==> src/rtl/scan_test_controller.sv <==
// Scan-test sequencer for the golden datapath chain: loads a stimulus/expected pair,
// shifts it in LSB first, strobes one capture, shifts the response out and scores it.
module scan_test_controller #(
    parameter int CHAIN_LEN = 5,
    parameter int CNT_W     = 8
) (
    input  logic                 refclk,
    input  logic                 reset_n,
    input  logic                 start,
    input  logic                 abort,
    input  logic                 pat_valid,
    output logic                 pat_ready,
    input  logic                 pat_last,
    input  logic [CHAIN_LEN-1:0] pat_stim,
    input  logic [CHAIN_LEN-1:0] pat_exp,
    output logic                 scan_en,
    output logic                 scan_in,
    input  logic                 scan_out,
    output logic                 capture,
    output logic                 busy,
    output logic                 done,
    output logic                 pass,
    output logic [CNT_W-1:0]     fail_cnt,
    output logic [CNT_W-1:0]     pat_cnt
);

    localparam int                BIT_W    = (CHAIN_LEN > 1) ? $clog2(CHAIN_LEN) : 1;
    localparam logic [BIT_W-1:0]  LAST_BIT = BIT_W'(CHAIN_LEN - 1);
    localparam logic [CNT_W-1:0]  CNT_MAX  = {CNT_W{1'b1}};

    localparam logic [2:0] S_IDLE      = 3'd0;
    localparam logic [2:0] S_LOAD      = 3'd1;
    localparam logic [2:0] S_SHIFT_IN  = 3'd2;
    localparam logic [2:0] S_CAPTURE   = 3'd3;
    localparam logic [2:0] S_SHIFT_OUT = 3'd4;
    localparam logic [2:0] S_CHECK     = 3'd5;
    localparam logic [2:0] S_DONE      = 3'd6;

    logic [2:0]           state_q,   state_d;
    logic [BIT_W-1:0]     bitIdx_q,  bitIdx_d;
    logic [CHAIN_LEN-1:0] stim_q,    stim_d;
    logic [CHAIN_LEN-1:0] exp_q,     exp_d;
    logic [CHAIN_LEN-1:0] resp_q,    resp_d;
    logic                 last_q,    last_d;
    logic [CNT_W-1:0]     failCnt_q, failCnt_d;
    logic [CNT_W-1:0]     patCnt_q,  patCnt_d;
    logic                 scanEn_q,  scanEn_d;
    logic                 scanIn_q,  scanIn_d;
    logic                 capture_q, capture_d;
    logic                 ready_q,   ready_d;
    logic                 busy_q,    busy_d;
    logic                 done_q,    done_d;
    logic                 pass_q,    pass_d;

    // Every output flop is loaded with the value belonging to the state being entered,
    // so the pins are glitch-free and never combinational from the inputs.
    always_comb begin
        state_d   = state_q;
        bitIdx_d  = bitIdx_q;
        stim_d    = stim_q;
        exp_d     = exp_q;
        resp_d    = resp_q;
        last_d    = last_q;
        failCnt_d = failCnt_q;
        patCnt_d  = patCnt_q;
        done_d    = done_q;
        pass_d    = pass_q;
        scanEn_d  = 1'b0;
        scanIn_d  = 1'b0;
        capture_d = 1'b0;

        if (abort) begin
            state_d = S_IDLE;
            done_d  = 1'b0;
            pass_d  = 1'b0;
        end else begin
            case (state_q)
                S_IDLE, S_DONE: begin
                    if (start) begin
                        state_d   = S_LOAD;
                        failCnt_d = '0;
                        patCnt_d  = '0;
                        done_d    = 1'b0;
                        pass_d    = 1'b0;
                    end
                end
                S_LOAD: begin
                    if (pat_valid && ready_q) begin
                        state_d  = S_SHIFT_IN;
                        stim_d   = pat_stim;
                        exp_d    = pat_exp;
                        last_d   = pat_last;
                        bitIdx_d = '0;
                        scanEn_d = 1'b1;
                        scanIn_d = pat_stim[0];
                    end
                end
                S_SHIFT_IN: begin
                    // stim_q is consumed as a shift register; bit 0 is always on the pin.
                    if (bitIdx_q == LAST_BIT) begin
                        state_d   = S_CAPTURE;
                        capture_d = 1'b1;
                    end else begin
                        bitIdx_d = bitIdx_q + BIT_W'(1);
                        stim_d   = stim_q >> 1;
                        scanEn_d = 1'b1;
                        scanIn_d = stim_q[1];
                    end
                end
                S_CAPTURE: begin
                    state_d  = S_SHIFT_OUT;
                    bitIdx_d = '0;
                    scanEn_d = 1'b1;
                end
                S_SHIFT_OUT: begin
                    // First sampled tail bit ends up in resp[0] after CHAIN_LEN shifts.
                    resp_d = {scan_out, resp_q[CHAIN_LEN-1:1]};
                    if (bitIdx_q == LAST_BIT) begin
                        state_d = S_CHECK;
                    end else begin
                        bitIdx_d = bitIdx_q + BIT_W'(1);
                        scanEn_d = 1'b1;
                    end
                end
                S_CHECK: begin
                    if ((resp_q != exp_q) && (failCnt_q != CNT_MAX)) begin
                        failCnt_d = failCnt_q + CNT_W'(1);
                    end
                    patCnt_d = patCnt_q + CNT_W'(1);
                    if (last_q) begin
                        state_d = S_DONE;
                        done_d  = 1'b1;
                        pass_d  = (failCnt_d == '0);
                    end else begin
                        state_d = S_LOAD;
                    end
                end
                default: state_d = S_IDLE;
            endcase
        end

        ready_d = (state_d == S_LOAD);
        busy_d  = (state_d != S_IDLE) && (state_d != S_DONE);
    end

    always_ff @(posedge refclk) begin
        if (!reset_n) begin
            state_q   <= S_IDLE;
            bitIdx_q  <= '0;
            stim_q    <= '0;
            exp_q     <= '0;
            resp_q    <= '0;
            last_q    <= 1'b0;
            failCnt_q <= '0;
            patCnt_q  <= '0;
            scanEn_q  <= 1'b0;
            scanIn_q  <= 1'b0;
            capture_q <= 1'b0;
            ready_q   <= 1'b0;
            busy_q    <= 1'b0;
            done_q    <= 1'b0;
            pass_q    <= 1'b0;
        end else begin
            state_q   <= state_d;
            bitIdx_q  <= bitIdx_d;
            stim_q    <= stim_d;
            exp_q     <= exp_d;
            resp_q    <= resp_d;
            last_q    <= last_d;
            failCnt_q <= failCnt_d;
            patCnt_q  <= patCnt_d;
            scanEn_q  <= scanEn_d;
            scanIn_q  <= scanIn_d;
            capture_q <= capture_d;
            ready_q   <= ready_d;
            busy_q    <= busy_d;
            done_q    <= done_d;
            pass_q    <= pass_d;
        end
    end

    assign pat_ready = ready_q;
    assign scan_en   = scanEn_q;
    assign scan_in   = scanIn_q;
    assign capture   = capture_q;
    assign busy      = busy_q;
    assign done      = done_q;
    assign pass      = pass_q;
    assign fail_cnt  = failCnt_q;
    assign pat_cnt   = patCnt_q;

endmodule

==> config.mk <==
export PLATFORM = sky130hd
export DESIGN_NAME = scan_test_controller
export DESIGN_NICKNAME = d
export VERILOG_FILES = /design/src/rtl/scan_test_controller.sv
export SDC_FILE = /design/constraint.sdc
export NUM_CORES = 1
export LEC_CHECK = 0
export BUFFER_PORTS_ARGS = -buffer_cell sky130_fd_sc_hd__buf_2
export CORE_MARGIN = 2
export CORE_UTILIZATION = 45
export CTS_CLUSTER_SIZE = 24
export DETAILED_ROUTE_END_ITERATION = 16
export PLACE_DENSITY = 0.81
export SYNTH_ARGS = -nofsm -noshare
export SYNTH_HDL_FRONTEND = slang
export SYNTH_SLANG_ARGS = --single-unit
==> constraint.sdc <==
create_clock -name refclk -period 1.78 [get_ports refclk]
set_input_delay 0.089 -clock refclk [delete_from_list [all_inputs] [get_ports refclk]]
set_output_delay 0.089 -clock refclk [all_outputs]
set_load 0.02 [all_outputs]
* After elaboration in Yosys (flattened, before gate mapping)
Index checks and enable logic that the tools add are counted.
** Word-level totals
- Register bits :: 45
- Word-level logic and storage cells :: 87
- Input port bits :: 17
** Cells by class
- $add $sub $neg :: 3
- Multiplexer cells :: 31
- Bitwise operators :: 3
- Eq/ne operators :: 16
- Reductions and logical operators :: 19
** Operators by type and width (count)
- $mux W8 :: 4
- $pmux W8 S2 :: 2
- $mux W3 :: 8
- $pmux W3 S6 :: 1
- $add A8 B1 Y8 const B :: 2
- $eq A3 B3 Y1 const B :: 4
- $mux W5 :: 2
- $ne A2 B2 Y1 const B :: 5
- $pmux W5 S2 :: 1
- $pmux W3 S3 :: 1
- $reduce_and A3 Y1 :: 3
- $logic_not A8 Y1 :: 1
- $mux W1 :: 8
- $ne A8 B8 Y1 const B :: 1
- $reduce_and A4 Y1 :: 2
- $eq A3 B1 Y1 const B :: 2
- $eq A3 B2 Y1 const B :: 2
- $pmux W1 S2 :: 3
- $reduce_bool A3 Y1 :: 2
- $reduce_or A2 Y1 :: 3
- $ne A5 B5 Y1 :: 1
- $reduce_bool A2 Y1 :: 2
- $add A3 B1 Y3 const B :: 1
- $logic_and A1 B1 Y1 :: 3
- 6 further kinds :: 8

* Longest topological paths before layout
Gate-level depths: netlist of the first run.
- Word-level depth :: 8
- Mapped depth :: 8
- Depth with buffers taken out :: 8

* Worst setup path before layout of the first run
No wires, ideal clock.
- Kind :: flip-flop to flip-flop
- From :: reg failCnt_q[1], in the netlist fail_cnt[1]
- To :: reg failCnt_q[7], in the netlist fail_cnt[7]
- Path buffers :: 0
- Setup time :: 0.074 ns
- Slack :: -0.092 ns
- Period minus slack after synthesis :: 1.872 ns
- Cell stages (with the launch flop) :: 8
- Arrival time :: 1.797 ns
- Cell sequence :: dfxtp_1 > ha_1 > and4_1 > nand2_1 > a21boi_2 > nand4_1 > or3_1 > a31oi_1
** Between the ends
- Word-level cells in the longest chain between the ends :: 6
- Elaborated cells on any way between the ends :: 7
- Those cells by class :: add/sub: 1; eq/ne: 1; mux: 4; reduce/logical: 1
** Ends and longest elaborated chain
- start, declared :: RTL line 45 : logic [CNT_W-1:0] failCnt_q, failCnt_d;
- start signal, assigned :: RTL line 170 : failCnt_q <= failCnt_d;
- branches (longest 2 deep; another with $add A8 B1 Y8)
- $mux W8 * :: RTL line 126 : if ((resp_q != exp_q) && (failCnt_q != CNT_MAX)) begin
- $mux W8 * :: RTL line 77 : case (state_q)
- $mux W8 * :: RTL line 72 : if (abort) begin
- $pmux W8 S2 * :: RTL line 77
Every way passes the cells marked *. The select of a mux whose other input is x is not followed.
A chain may end at the register's enable or synchronous reset.

* Worst setup path after layout of the first run
- From :: reg state_q[1]
- To :: reg failCnt_q[4], in the netlist fail_cnt[4]
** Between the ends
- Word-level cells in the longest chain between the ends :: 4
- Elaborated cells on any way between the ends :: 8
- Those cells by class :: eq/ne: 3; mux: 1; reduce/logical: 4
** Ends and longest elaborated chain
- start, declared :: RTL line 39 : logic [2:0] state_q, state_d;
- start signal, assigned :: RTL line 164 : state_q <= state_d;
- $eq A3 B3 Y1 or $logic_not A3 Y1 (tied branches) :: RTL line 77
- $reduce_or A2 Y1 :: RTL line 77
- $ne A2 B2 Y1 (no line) or $reduce_bool A2 Y1 (tied branches)
- $reduce_and A3 Y1 (no line)
Parallel ways exist; a longest one is shown, timed or not.

==> impl_metrics.csv, run 1 <==
group,metric,value,unit
die,start_util,0.465,
routing,via_per_inst,5.68,
die,core_area,4690,µm²
pwr,power.total,0.00186,W
cts,htree_levels,2,
cts,path_clk_slew,0.08,ns
timing,setup_viol,0,
critical_path,criticalPathCategory,"reg -> reg",
placed_design,placedCellCount,375,
critical_path,cp.required,2.00,ns
yosys,async_flop_share,0,
final_layout,layout.nets,350,
yosys,ys_ff_latch,44,
global_routing,first_global_vias,2004,
critical_path,reg2regPathDepth,5,
min_path,min_path_type,"in -> reg",
routing,wl_per_cell,14.7,µm
critical_path,critPathCaptureType,"flip-flop",
placed_design,portBuffers,39,
routing,vias,2181,
pwr,p_switching,0.000413,W
final_layout,area_delta_synth_final,27.8,%
die,die_area,5420,µm²
cts,cts_sinks,44,
timing,final_hold_viol_count,0,
pwr,seq_power_share,0.533,
yosys,syn_nets,286,
die,io_pins,40,
cts,cts_inserted_buffers,5,
pwr,intPower,0.00145,W
yosys,ys_types,50,
global_routing,overflow,0,
routing,wl,5640,µm
routing,drtIter0Drc,205,
final_layout,fin_util,0.594,
timing,slew_headroom,0.674,
cts,cts_tree,"done",
global_routing,grt_pass1_wl,9110,µm
pwr,swShare,0.222,
pwr,power.share.clock,0.410,
final_layout,finalNonFillerCells,384,
min_path,whs_path_depth,3,
final_layout,fillCellCount,425,
global_routing,grt_max_degree,18,
critical_path,r2r_setup_slack,0.007,ns
yosys,synth_cells,265,
yosys,syn_area,2180,µm²
critical_path,cp-start-kind,"flip-flop",
final_layout,n_antenna_cell,0,
yosys,yosysWarningCount,0,
timing,finalCriticalPeriod,1.77,ns
timing,maxSlewViolCount,0,
critical_path,crit_fanout,4,
routing,first_pass_iters,4,
timing,fmax,564,MHz
yosys,synth_edf_count,0,
critical_path,timing.rr.end,"fail_cnt[4]",
routing,final_antenna_net_count,0,
cts,cts_root_buf,"clkbuf_8",
pwr,power_density,667,nW/µm²
timing,fin_crit_sh,0.996,
die,rows,25,
yosys,avgSynthCellArea,8.23,µm²
routing,drc,0,
placed_design,gp_congestion,0.938,
critical_path,cp_data_arrival_time,1.99,ns
timing,fin_skew,0.00505,ns
timing,worst_pin_slew,0.489,ns
min_path,hp-start,"scan_out",
placed_design,post-dp-hpwl,3910,µm
yosys,synth_ff_type,"dfxtp_1",
final_layout,drive_above_1_share,0.291,
run,drv_cap,0,
global_routing,antenna_found_initial,0,
status,outcome,"completed",
pwr,p_leak,1.17,nW
critical_path,rr_startpoint,"state_q[1]",
timing,rsz0062_at_grt,"yes",
die,die_h,73.6,µm
cts,hold_buffers,0,
cts,clock_latency,0.30,ns
min_path,whs_endpoint,"resp_q[4]",
cts,clk_path_buf_depth,2,
pwr,combPwrFrac,0.057,
pwr,peakVddDrop,0.000309,V
global_routing,track_usage,0.214,
yosys,yosysSeqAreaShare,0.404,
die,fp.dieW,73.6,µm
==> layout by cell type, fill, tap and decap left out, types with 5 or more instances in the layout <==
| master | instances |
|---|---|
| mux2i_1 | 8 |
| clkbuf_8 | 5 |
| xor2_1 | 9 |
| buf_2 | 39 |
| buf_4 | 28 |
| nand4_1 | 8 |
| dfxtp_1 | 40 |
| o21ai_0 | 7 |
| nand2_1 | 25 |
| nand3_1 | 14 |
| a21oi_1 | 21 |
| nor2_1 | 37 |
==> worst max-delay path, cell delays in order (launching register included) <==
cell     delay (ns)
dfxtp_1        0.35
and2b_1        0.26
nand2_2        0.09
or2_1          0.27
or4_1          0.53
a21oi_1        0.17
==> state kept, by name (all words and copies together), names as in the netlist, 3 cells and up <==
register	count
fail_cnt	8
pat_cnt	8
exp_q	5
resp_q	5
stim_q	4
bitIdx_q	3
state_q	3
==> area by class of cell <==
type	instances	area, µm²	share of cell area
clock buffer	6	72.6	0.0260
clock inverter	2	35.0	0.0126
inverter	4	15.0	0.00539
multi-input combinational	207	1310	0.469
sequential	44	886	0.318
tap	54	67.6	0.0242
timing repair buffer	67	405	0.145
==> routing by layer <==
metal / vias up / part of all wire / GRT usage
li1: 1085 / - / -
met1: 1006 / 0.44 / 0.295
met2: 81 / 0.48 / 0.346
met3: 9 / 0.065 / 0.0370
met4: 0 / 0.017 / 0.0566
met5: - / 0 / 0
==> repair_timing <==
action,4_1_cts,5_1_grt
setup buffers,0,1
resized for setup,0,17
endpoints found under the setup margin,0,11
==> synth_stat cells (all sizes together) (7+ instances only) <==
master	count	share of area
nor2	38	0.065
o21ai	8	0.018
dfxtp	44	0.40
clkbuf	7	0.012
nand2	27	0.048
a21oi	24	0.057
nand3	15	0.034
xor2	11	0.044
nand4	8	0.023
mux2i	8	0.037
==> how the worst max path moves through the flow <==
stage,from,end,slack (ns)
after floorplan,fail_cnt[1],fail_cnt[7],0.001
after CTS,resp_q[2],pass,0.07
after global routing,state_q[1],fail_cnt[4],-0.09
after global placement,state_q[1],fail_cnt[4],0.17
after detailed placement,resp_q[4],pass,0.09
final,state_q[1],fail_cnt[4],0.007
==> through the flow <==
step	TNS [ns]	hold WS (ns)	setup WS, ns	cell area, µm²
floorplan	0	0.199	0.000970	2190
global placement	0	0.330	0.167	2620
detailed placement	0	0.337	0.0926	2620
CTS	0	0.0244	0.0702	2720
global route	-0.180	0.0262	-0.0928	2790
finish	0	0.0211	0.00667	2790
==> power groups by stage <==
stage / registers [W] / logic (W) / clock network (W)
after detailed placement: 0.00101 / 0.000102 / 0
after CTS: 0.000990 / 0.000103 / 0.000774
after floorplan: 0.00102 / 0.0000487 / 0
after global routing: 0.000991 / 0.000116 / 0.000816
final: 0.000990 / 0.000106 / 0.000762
after global placement: 0.00101 / 0.000101 / 0
==> cells by family (layout without fill, tap and decap cells) <==
logic type | count (synthesis) | count (layout) | share of synthesized area
mux | 8 | 8 | 0.0367
simple gates | 119 | 119 | 0.270
xor+xnor | 12 | 12 | 0.0482
flops | 44 | 44 | 0.404
fa+ha+maj | 4 | 4 | 0.0229
buf+inv | 14 | 79 | 0.0258
compound gates | 64 | 64 | 0.192
No activity file was read; power rests on OpenSTA's default activity.
==> run 2: changes to the inputs <==
--- a/config.mk
+++ b/config.mk
@@ -10,7 +10,7 @@
 export CORE_UTILIZATION = 45
 export CTS_CLUSTER_SIZE = 24
 export DETAILED_ROUTE_END_ITERATION = 16
-export PLACE_DENSITY = 0.81
+export PLACE_DENSITY = 0.79
 export SYNTH_ARGS = -nofsm -noshare
 export SYNTH_HDL_FRONTEND = slang
 export SYNTH_SLANG_ARGS = --single-unit
==> constraint.sdc (replaced) <==
create_clock -name refclk -period 1.7 [get_ports refclk]
set_input_delay 0.085 -clock refclk [delete_from_list [all_inputs] [get_ports refclk]]
set_output_delay 0.085 -clock refclk [all_outputs]
set_load 0.02 [all_outputs]
==> impl_metrics.csv, run 2 (same netlist as run 1, synthesis figures left out) <==
group,metric,value,unit
status,outcome,"complete, but fails checks",
critical_path,critPathCaptureType,"flip-flop",
critical_path,cp.required,1.93,ns
routing,drc,0,
timing,worst_pin_slew,0.388,ns
timing,rsz0062_at_grt,"yes",
die,rows,25,
critical_path,crit_fanout,4,
critical_path,criticalPathCategory,"reg -> reg",
critical_path,worstSetupStartpoint,"resp_q[2]",
die,die_h,73.6,µm
final_layout,final_common_cell,"buf_2",
pwr,power_density,667,nW/µm²
cts,hold_buffers,0,
pwr,peakVddDrop,0.000412,V
final_layout,drive_above_1_share,0.342,
placed_design,post-dp-hpwl,4000,µm
min_path,hp-start,"pat_exp[3]",
critical_path,rr_startpoint,"resp_q[2]",
final_layout,finalNonFillerCells,390,
die,io_pins,40,
final_layout,layout_common_cells,"buf_2 (39), dfxtp_1 (37), nor2_1 (36), buf_4 (33), nand2_1 (23)",
die,start_util,0.465,
timing,finalCriticalPeriod,1.71,ns
die,fp.dieW,73.6,µm
timing,fmax,584,MHz
run,drv_cap,0,
cts,cts_inserted_buffers,5,
pwr,power.total,0.00194,W
final_layout,n_antenna_cell,0,
pwr,p_leak,1.21,nW
timing,final_hold_viol_count,0,
cts,cts_sinks,44,
global_routing,grt_pass1_wl,8730,µm
status,violations,"setup timing",
global_routing,antenna_found_initial,0,
routing,final_antenna_net_count,0,
cts,htree_levels,2,
timing,setup_slack,-0.0116,ns
timing,fin_tns_setup,-0.0116,ns
routing,wl,5680,µm
global_routing,track_usage,0.202,
cts,clock_latency,0.29,ns
routing,wl_per_cell,14.6,µm
timing,fin_skew,0.00619,ns
cts,cts_tree,"done",
critical_path,cp-start-kind,"flip-flop",
final_layout,area_delta_synth_final,33.2,%
routing,via_per_inst,5.82,
final_layout,layout.nets,356,
placed_design,place_area,2670,µm²
cts,cts_root_buf,"clkbuf_8",
timing,slew_headroom,0.741,
routing,first_pass_iters,5,
timing,fin_crit_sh,1.01,
die,die_area,5420,µm²
timing,setup_viol,1,
timing,holdWs,0.0358,ns
min_path,min_path_type,"in -> reg",
placed_design,gp_congestion,0.978,
routing,drtIter0Drc,188,
cts,path_clk_slew,0.08,ns
timing,maxSlewViolCount,0,
final_layout,final_area,2910,µm²
global_routing,overflow,0,
critical_path,cp_data_arrival_time,1.94,ns
routing,vias,2268,
die,core_area,4690,µm²
placed_design,placedCellCount,380,
global_routing,first_global_vias,1983,
placed_design,portBuffers,39,
global_routing,grt_max_degree,18,
cts,clk_path_buf_depth,2,
==> run 2: cell count changes in the layout (fill, tap and decap cells not counted), sizes merged <==
cell  previous run  this run
buf             67        73
==> run 2: final timing paths <==
path / endpoint / slack (ns) / depth (start not counted)
setup / recovery: fail_cnt[7] / -0.01 / 7
hold / removal: exp_q[3] / 0.04 / 3
setup reg to reg: fail_cnt[7] / -0.01 / 7
hold reg to reg: exp_q[1] / 0.47 / 2
==> run 2: what timing repair did <==
| item | 4_1_cts | 5_1_grt |
|---|---|---|
| setup endpoints to repair | 0 | 23 |
| buffers inserted | 0 | 2 |
| hold endpoints to repair | 0 | 0 |
| resized for setup | 0 | 32 |
==> run 2: worst max-delay path, cell delays in order, from the launching register on <==
cell and delay, ns:
dfxtp_1 0.40, xor2_2 0.19, nor3_2 0.08, buf_4 0.16
a21boi_4 0.17, nand4_1 0.14, or3_1 0.36, a31oi_1 0.14
==> run 2: cell type report <==
| type | instances | area, µm² |
|---|---|---|
| fill | 413 | 1790 |
| multi-input combinational | 207 | 1370 |
| clock buffer | 6 | 72.6 |
| inverter | 4 | 15.0 |
| clock inverter | 2 | 35.0 |
| tap | 54 | 67.6 |
| sequential | 44 | 890 |
| timing repair buffer | 73 | 454 |
==> run 2: metrics by stage <==
step / utilization / setup WS [ns]
floorplan: - / 0.0191
global placement: 0.568 / 0.0948
detailed placement: 0.568 / 0.0414
CTS: 0.591 / 0.0166
global route: 0.619 / -0.101
finish: 0.619 / -0.0116
==> run 2: per-layer routing <==
| metal | share of wire | routed length (µm) | vias to the layer above | GRT usage |
|---|---|---|---|---|
| met2 | 0.49 | 2770 | 86 | 0.325 |
| met1 | 0.44 | 2520 | 1066 | 0.269 |
| met5 | 0 | 0 | - | 0 |
| li1 | - | - | 1099 | - |
| met4 | 0.024 | 137 | 0 | 0.0808 |
| met3 | 0.044 | 251 | 17 | 0.0343 |
==> run 2: where the power goes <==
group	internal [W]	total (W)	switching, W
combinational	0.0000469	0.000118	0.0000710
clock	0.000436	0.000782	0.000346
sequential	0.00103	0.00104	0.00000373
==> run 3: changes to the inputs <==
--- a/config.mk
+++ b/config.mk
@@ -5,7 +5,7 @@
 export SDC_FILE = /design/constraint.sdc
 export NUM_CORES = 1
 export LEC_CHECK = 0
-export BUFFER_PORTS_ARGS = -buffer_cell sky130_fd_sc_hd__buf_2
+export BUFFER_PORTS_ARGS = -buffer_cell sky130_fd_sc_hd__buf_4
 export CORE_MARGIN = 2
 export CORE_UTILIZATION = 45
 export CTS_CLUSTER_SIZE = 24
==> impl_metrics.csv, run 3 (same netlist as run 1, synthesis figures left out) <==
group,metric,value,unit
critical_path,cp.required,1.90,ns
routing,drc,0,
timing,finalCriticalPeriod,1.73,ns
timing,setup_slack,-0.0321,ns
pwr,p_leak,1.22,nW
die,die_h,73.6,µm
timing,fin_tns_setup,-0.0595,ns
final_layout,area_delta_synth_final,35.7,%
timing,fin_skew,0.00725,ns
timing,setup_viol,2,
critical_path,worstSetupStartpoint,"fail_cnt[1]",
timing,final_hold_viol_count,0,
global_routing,track_usage,0.205,
timing,slew_headroom,0.787,
die,io_pins,40,
global_routing,overflow,0,
pwr,power_density,683,nW/µm²
final_layout,fin_util,0.631,
die,start_util,0.465,
global_routing,antenna_found_initial,0,
placed_design,gp_congestion,0.877,
routing,drtIter0Drc,205,
status,outcome,"complete, but fails checks",
final_layout,final_common_cell,"buf_4",
global_routing,first_global_vias,1936,
placed_design,place_area,2740,µm²
routing,via_per_inst,5.74,
die,fp.dieW,73.6,µm
critical_path,criticalPathCategory,"reg -> reg",
routing,vias,2232,
critical_path,cp-start-kind,"flip-flop",
timing,fmax,577,MHz
routing,wl,5640,µm
cts,htree_levels,2,
final_layout,layout.nets,355,
min_path,min_path_type,"in -> reg",
final_layout,n_antenna_cell,0,
pwr,peakVddDrop,0.000481,V
run,drv_cap,0,
final_layout,layout_common_cells,"buf_4 (71), nor2_1 (38), dfxtp_1 (36), nand2_1 (25), a21oi_1 (20)",
cts,clock_latency,0.30,ns
timing,maxSlewViolCount,0,
cts,clk_path_buf_depth,2,
min_path,hp-start,"scan_out",
cts,cts_sinks,44,
die,rows,25,
final_layout,final_area,2960,µm²
timing,fin_crit_sh,1.02,
critical_path,cp_data_arrival_time,1.94,ns
routing,wl_per_cell,14.5,µm
cts,path_clk_slew,0.09,ns
pwr,power.total,0.00202,W
placed_design,post-dp-hpwl,3810,µm
critical_path,crit_fanout,4,
status,violations,"setup timing",
cts,cts_root_buf,"clkbuf_8",
routing,first_pass_iters,5,
routing,final_antenna_net_count,0,
die,core_area,4690,µm²
final_layout,drive_above_1_share,0.322,
die,die_area,5420,µm²
timing,rsz0062_at_grt,"yes",
critical_path,rr_startpoint,"fail_cnt[1]",
timing,worst_pin_slew,0.315,ns
cts,cts_inserted_buffers,5,
critical_path,critPathCaptureType,"flip-flop",
global_routing,grt_pass1_wl,8840,µm
placed_design,pre_cts_slack,0.0179,ns
cts,cts_tree,"done",
placed_design,portBuffers,39,
global_routing,grt_max_degree,18,
-- run 3: cell count changes in the layout (fill, tap and decap cells not counted), moves of 2 or more --
| cell | previous run | this run |
|---|---|---|
| nand2_2 | 4 | 2 |
| nor2_1 | 36 | 38 |
| nand2_1 | 23 | 25 |
| buf_2 | 39 | 0 |
| buf_4 | 33 | 71 |
-- run 3: layer usage --
metal,global-route usage,share of wire,vias up
li1,-,-,1096
met1,0.288,0.44,1035
met2,0.322,0.49,94
met3,0.0357,0.060,7
met4,0.0586,0.012,0
met5,0,0,-
-- run 3: worst paths after layout --
path / endpoint / slack (ns) / cells past startpoint
worst max-delay path: pass / -0.03 / 8
worst min-delay path: resp_q[4] / 0.02 / 3
worst max register to register: pass / -0.03 / 8
worst min register to register: exp_q[4] / 0.47 / 2
-- run 3: timing repair --
| action | in CTS | in global routing |
|---|---|---|
| pin swaps | 1 | 7 |
| gates resized for setup | 0 | 22 |
| hold buffers | 0 | 0 |
| setup endpoints to repair | 1 | 16 |
| setup buffers | 2 | 2 |
-- run 3: critical path, cell delays in order, from the launching register on --
cell	delay [ns]
dfxtp_2	0.34
ha_4	0.15
and4_1	0.18
nand2_1	0.08
a21boi_4	0.23
buf_4	0.14
nor2b_2	0.14
a22oi_2	0.09
o31ai_1	0.28
-- run 3: layout make-up --
cell class | instances | area, µm²
flip-flops and latches | 44 | 891
multi-input cells | 207 | 1320
inverters | 4 | 15.0
well taps | 54 | 67.6
clock buffers | 6 | 82.6
fillers | 414 | 1730
repair buffers | 72 | 544
clock inverters | 2 | 38.8
-- run 3: per-stage QoR --
step           hold slack (ns)  std cells
2_1_floorplan            0.195        265
3_3_place_gp             0.327        377
3_5_place_dp             0.336        377
4_1_cts                 0.0261        387
5_1_grt                 0.0273        389
6_report                0.0183        389
-- run 3: power breakdown --
group          switching (W)  internal, W  total (W)
clock               0.000377     0.000481   0.000858
sequential        0.00000360      0.00103    0.00104
combinational      0.0000687    0.0000578   0.000127
